===== src/rtl/and_reduce_sched.sv =====
// and_reduce_sched: round-robin scheduler that shares a single 2-input AND
// gate between two requesters and AND-reduces a WIDTH-bit vector serially,
// one bit per cycle.
//
// Handshake: reqN is held high with vecN valid until the block answers with a
// one-cycle gntN pulse. gntN means vecN was captured on that edge. The
// requester drops reqN in the gnt cycle; a req still high at the next IDLE
// edge counts as a new request. Requests seen outside IDLE are ignored, not
// queued. done pulses for one cycle when result/result_id are updated. Both
// outputs then hold until the next done.

module and2_gate (
   input  logic a,
   input  logic b,
   output logic y
);
   assign y = a & b;
endmodule

module and_reduce_sched #(
   parameter int WIDTH      = 4,
   parameter bit EARLY_EXIT = 1'b0
) (
   input  logic             clk,
   input  logic             rst_n,
   input  logic             req0,
   input  logic [WIDTH-1:0] vec0,
   input  logic             req1,
   input  logic [WIDTH-1:0] vec1,
   output logic             gnt0,
   output logic             gnt1,
   output logic             busy,
   output logic             done,
   output logic             result,
   output logic             result_id,
   output logic [1:0]       dbg_state
);

   localparam int IW = (WIDTH > 2) ? $clog2(WIDTH) : 1;
   localparam logic [IW-1:0] LAST_IDX = IW'(WIDTH - 1);

   typedef enum logic [1:0] {
      IDLE = 2'd0,
      EVAL = 2'd1,
      DONE = 2'd2
   } state_t;

   state_t           state_q, state_d;
   logic [WIDTH-1:0] sreg_q, sreg_d;
   logic [IW-1:0]    idx_q, idx_d;
   logic             acc_q, acc_d;
   logic             last_id_q, last_id_d;
   logic             gnt0_q, gnt0_d;
   logic             gnt1_q, gnt1_d;
   logic             busy_q, busy_d;
   logic             done_q, done_d;
   logic             result_q, result_d;
   logic             result_id_q, result_id_d;

   logic             pick1;
   logic [WIDTH-1:0] cap_vec;
   logic             and_y;

   // The one shared gate: accumulator ANDed with the next unconsumed bit,
   // which always sits at bit 0 of the shift register.
   and2_gate u_and2 (
      .a (acc_q),
      .b (sreg_q[0]),
      .y (and_y)
   );

   // State register and registered outputs.
   always_ff @(posedge clk or negedge rst_n) begin
      if (!rst_n) begin
         state_q     <= IDLE;
         sreg_q      <= '0;
         idx_q       <= '0;
         acc_q       <= 1'b0;
         last_id_q   <= 1'b1;
         gnt0_q      <= 1'b0;
         gnt1_q      <= 1'b0;
         busy_q      <= 1'b0;
         done_q      <= 1'b0;
         result_q    <= 1'b0;
         result_id_q <= 1'b0;
      end else begin
         state_q     <= state_d;
         sreg_q      <= sreg_d;
         idx_q       <= idx_d;
         acc_q       <= acc_d;
         last_id_q   <= last_id_d;
         gnt0_q      <= gnt0_d;
         gnt1_q      <= gnt1_d;
         busy_q      <= busy_d;
         done_q      <= done_d;
         result_q    <= result_d;
         result_id_q <= result_id_d;
      end
   end

   // Arbitration, serial evaluation and next-state/output decode.
   always_comb begin
      state_d     = state_q;
      sreg_d      = sreg_q;
      idx_d       = idx_q;
      acc_d       = acc_q;
      last_id_d   = last_id_q;
      gnt0_d      = 1'b0;
      gnt1_d      = 1'b0;
      done_d      = 1'b0;
      result_d    = result_q;
      result_id_d = result_id_q;

      // Requester 1 wins when alone, or on a tie when 0 was served last.
      pick1   = req1 & (~req0 | ~last_id_q);
      cap_vec = pick1 ? vec1 : vec0;

      unique case (state_q)
         IDLE: begin
            if (req0 || req1) begin
               acc_d     = cap_vec[0];
               sreg_d    = cap_vec >> 1;
               idx_d     = IW'(1);
               last_id_d = pick1;
               gnt0_d    = ~pick1;
               gnt1_d    = pick1;
               state_d   = EVAL;
            end
         end
         EVAL: begin
            if (EARLY_EXIT && !acc_q) begin
               // A zero accumulator can never recover; finish now.
               result_d    = 1'b0;
               result_id_d = last_id_q;
               done_d      = 1'b1;
               state_d     = DONE;
            end else begin
               acc_d  = and_y;
               sreg_d = sreg_q >> 1;
               idx_d  = idx_q + IW'(1);
               if (idx_q == LAST_IDX) begin
                  result_d    = and_y;
                  result_id_d = last_id_q;
                  done_d      = 1'b1;
                  state_d     = DONE;
               end
            end
         end
         DONE: begin
            state_d = IDLE;
         end
         default: begin
            state_d = IDLE;
         end
      endcase

      busy_d = (state_d != IDLE);
   end

   assign gnt0      = gnt0_q;
   assign gnt1      = gnt1_q;
   assign busy      = busy_q;
   assign done      = done_q;
   assign result    = result_q;
   assign result_id = result_id_q;
   assign dbg_state = state_q;

endmodule


===== config.mk =====
export PLATFORM = sky130hd
export DESIGN_NAME = and_reduce_sched
export DESIGN_NICKNAME = d
export VERILOG_FILES = /design/src/rtl/and_reduce_sched.sv
export SDC_FILE = /design/constraint.sdc
export NUM_CORES = 1
export LEC_CHECK = 0
export ABC_AREA = 1
export CAP_MARGIN = 10
export CELL_PAD_IN_SITES_DETAIL_PLACEMENT = 0
export CELL_PAD_IN_SITES_GLOBAL_PLACEMENT = 1
export CORE_ASPECT_RATIO = 1.2
export CORE_MARGIN = 8
export CORE_UTILIZATION = 37
export CTS_BUF_LIST = sky130_fd_sc_hd__clkbuf_8
export CTS_CLUSTER_SIZE = 30
export DETAILED_ROUTE_END_ITERATION = 8
export GPL_TIMING_DRIVEN = 0
export PLACE_DENSITY_LB_ADDON = 0.1
export SLEW_MARGIN = 15
export SYNTH_ARGS = -nofsm -noshare
export SYNTH_HDL_FRONTEND = slang
export SYNTH_HIERARCHICAL = 1
export SYNTH_SLANG_ARGS = --single-unit

===== constraint.sdc =====
create_clock -name clk -period 3 [get_ports clk]
set_input_delay 0.6 -clock clk [delete_from_list [all_inputs] [get_ports clk]]
set_output_delay 0.6 -clock clk [all_outputs]
set_load 0.005 [all_outputs]

==> flow_metrics.env <==
export IMPL_core_area_sq_mm=0.00183
export IMPL_dp_hpwl_microns=1160
export IMPL_rrSetupSlack_ns=1.81
export IMPL_io_pins=20
export IMPL_globalRoute_totalOverflow=0
export IMPL_cp_slowest_cell="clkdlybuf4s50_1"
export IMPL_p_leak_nw=0.491
export IMPL_critPathLaunch="dbg_state[1]"
export IMPL_grt_max_degree=16
export IMPL_irDropWorstVdd_uv=353
export IMPL_finalWirelength_microns=1410
export IMPL_top_layer="met4"
export IMPL_dieHeight_microns=63.9
export IMPL_wl_per_cell_microns=11.1
export IMPL_ant_nets=0
export IMPL_grt_pass1_wl_microns=2420
export IMPL_drv_slew=0
export IMPL_worst_slack_ns=1.19
export IMPL_antenna_cells=0
export IMPL_r2r_end="acc_q"
export IMPL_min_path_cells=2
export IMPL_die_width_microns=55.9
export IMPL_worstMarginPinSlew_ns=0.664
export IMPL_crit_buf_inv=1
export IMPL_postCtsSetupRepairBufs=0
export IMPL_r2r_start="last_id_q"
export IMPL_finClkSkew_ns=0.00141
export IMPL_worstPathRequired_ns=2.40
export IMPL_mostFrequentLayoutCells="nand2_1, clkdlybuf4s50_1, nand3_1, dfrtp_1, inv_1"
export IMPL_critPathKind="reg -> out"
export IMPL_cp_top_family="buffers and inverters"
export IMPL_area_growth_synth_to_final_pct=36.6
export IMPL_maxCapViolCount=0
export IMPL_wl_met1_microns=642
export IMPL_root_buffer="clkbuf_8"
export IMPL_p_int_mw=0.592
export IMPL_power_density_mw_per_mm2=947
export IMPL_yosys_area_top_type="dfrtp_1"
export IMPL_rsz0062_at_grt="no"
export IMPL_syn_num_nets=98
export IMPL_holdBufCountCts=0
export IMPL_grtUsageTotal=0.0821
export IMPL_synthCells=85
export IMPL_routed_via_count=578
export IMPL_synth_seq_area_share=0.532
export IMPL_yosysWarnings=6
export IMPL_setup_viol=0
export IMPL_htree_levels=1
export IMPL_ff2ff_path_depth=5
export IMPL_syn_cell_area_sq_um=708
export IMPL_gp_congestion=0.713
export IMPL_synth_area_leaders="dfrtp_1, nand2_1, nand3_1"
export IMPL_avgSynthCellArea_sq_um=8.33
export IMPL_start_kind="flip-flop"
export IMPL_max_stage_delay_ns=0.54
export IMPL_drive_gt1_frac=0.120
export IMPL_p_comb_frac=0.450
export IMPL_fmax_mhz=552
export IMPL_crit_end="dbg_state[1]"
export IMPL_first_pass_iters=3
export IMPL_path_clk_slew_ns=0.06
export IMPL_drt_vias_per_instance=4.55
export IMPL_met3_length_microns=57
export IMPL_start_util=0.387
export IMPL_clock_sink_count=15
export IMPL_nets=122
export IMPL_p_sw_mw=0.324
export IMPL_post_cts_resize_count=0
export IMPL_min_from="result"
export IMPL_cts_made_buffers=3
export IMPL_fin_crit_ns=1.81
export IMPL_synth_distinct_cells=16
export IMPL_hold_path_class="reg -> reg"
export IMPL_portBuffers=19
export IMPL_grt_antenna_before_repair=0
export IMPL_final_common_cell="nand2_1"
export IMPL_fin_crit_sh=0.604
export IMPL_p_sw_frac=0.354
export IMPL_endpoint_kind="output port"
export IMPL_status="finished clean"
export IMPL_synth_ff_latch_count=15
export IMPL_cts_tree="done"
export IMPL_worstPathArrival_ns=1.21
export IMPL_hold_viol_final=0
export IMPL_synth_top_area_frac=0.495
export IMPL_crit_fanout=4
export IMPL_drtIter0Drc=3
export IMPL_finalSetupTns_ns=0
export IMPL_slew_headroom=0.556
export IMPL_clkPwrFrac=0.167
export IMPL_dr_wl_met2_microns=682
export IMPL_die_area_sq_mm=0.00358
export IMPL_seqPwrFrac=0.383
export IMPL_grt_pass1_vias=555
export IMPL_drc=0
export IMPL_clock_latency_ns=0.24
export IMPL_crit_chain="clkdlybuf4s50_1"
export IMPL_num_rows=17
export IMPL_clockBufferDepth=2
export IMPL_pre_cts_ws_ns=1.21
export IMPL_cp_depth=1
-- registers in the layout, indices dropped and copies added, names as in the netlist --
register / count
sreg_q: 3
dbg_state: 2
idx_q: 2
acc_q: 1
busy: 1
done: 1
gnt0: 1
gnt1: 1
last_id_q: 1
result: 1
result_id: 1
-- metal layers --
layer  vias up  track usage
li1        311            -
met1       248       0.0868
met4         0       0.0452
met2        17        0.143
met3         2       0.0237
met5         -            0
-- worst register-to-register path, cell delays in order, from the launching register on --
cell	delay, ns
dfstp_2	0.54
nand2_1	0.11
nand2_1	0.20
nand2_1	0.07
nand3_1	0.08
nand3_1	0.07
-- metrics by stage --
stage / utilization / hold WS (ns) / cell area, sq um / std cells / total power [mW]
6_report: 0.529 / 0.475 / 967 / 127 / 0.916
5_1_grt: 0.529 / 0.506 / 967 / 127 / 0.987
4_1_cts: 0.529 / 0.482 / 967 / 127 / 0.932
3_5_place_dp: 0.504 / 0.469 / 922 / 123 / 0.777
3_3_place_gp: 0.504 / 0.469 / 922 / 123 / 0.771
2_1_floorplan: - / 0.304 / 708 / 85 / 0.606
-- cell usage after synthesis --
library cell	n
nand2_1	23
dfrtp_1	14
nand3_1	14
inv_1	11
nor2_1	6
inv_2	3
o21ai_1	3
buf_6	2
nor2_2	2
a21oi_1	1
dfstp_2	1
ha_1	1
nand3b_1	1
nor2_4	1
o21ai_0	1
o21ai_2	1
-- logic make-up (layout without fill, tap and decap cells) --
family | after synthesis | after routing | share of synthesized area
and+or+nand+nor | 47 | 47 | 0.297
DFF | 15 | 15 | 0.532
adders and majority gates | 1 | 1 | 0.0177
buffers and inverters | 16 | 39 | 0.106
AOI/OAI and AO/OA | 6 | 6 | 0.0477
-- how the worst min path moves through the flow --
stage / endpoint
global placement: result
CTS: result
finish: result
floorplan: acc_q
detailed placement: result
global route: result
-- power groups by stage --
stage,logic (mW),clock network [mW],registers (mW)
6_report,0.412,0.153,0.350
5_1_grt,0.456,0.168,0.363
4_1_cts,0.424,0.156,0.352
3_5_place_dp,0.422,0,0.355
3_3_place_gp,0.420,0,0.351
2_1_floorplan,0.257,0,0.349
-- cell type report --
| type | count | area, sq um |
|---|---|---|
| fillers | 184 | 862 |
| flip-flops and latches | 15 | 377 |
| multi-input cells | 54 | 256 |
| repair buffers | 19 | 190 |
| inverters | 14 | 52.6 |
| clock buffers | 3 | 41.3 |
| well taps | 19 | 23.8 |
| plain buffers | 2 | 22.5 |
| clock inverters | 1 | 3.75 |
(Power assumes the default switching activity.)
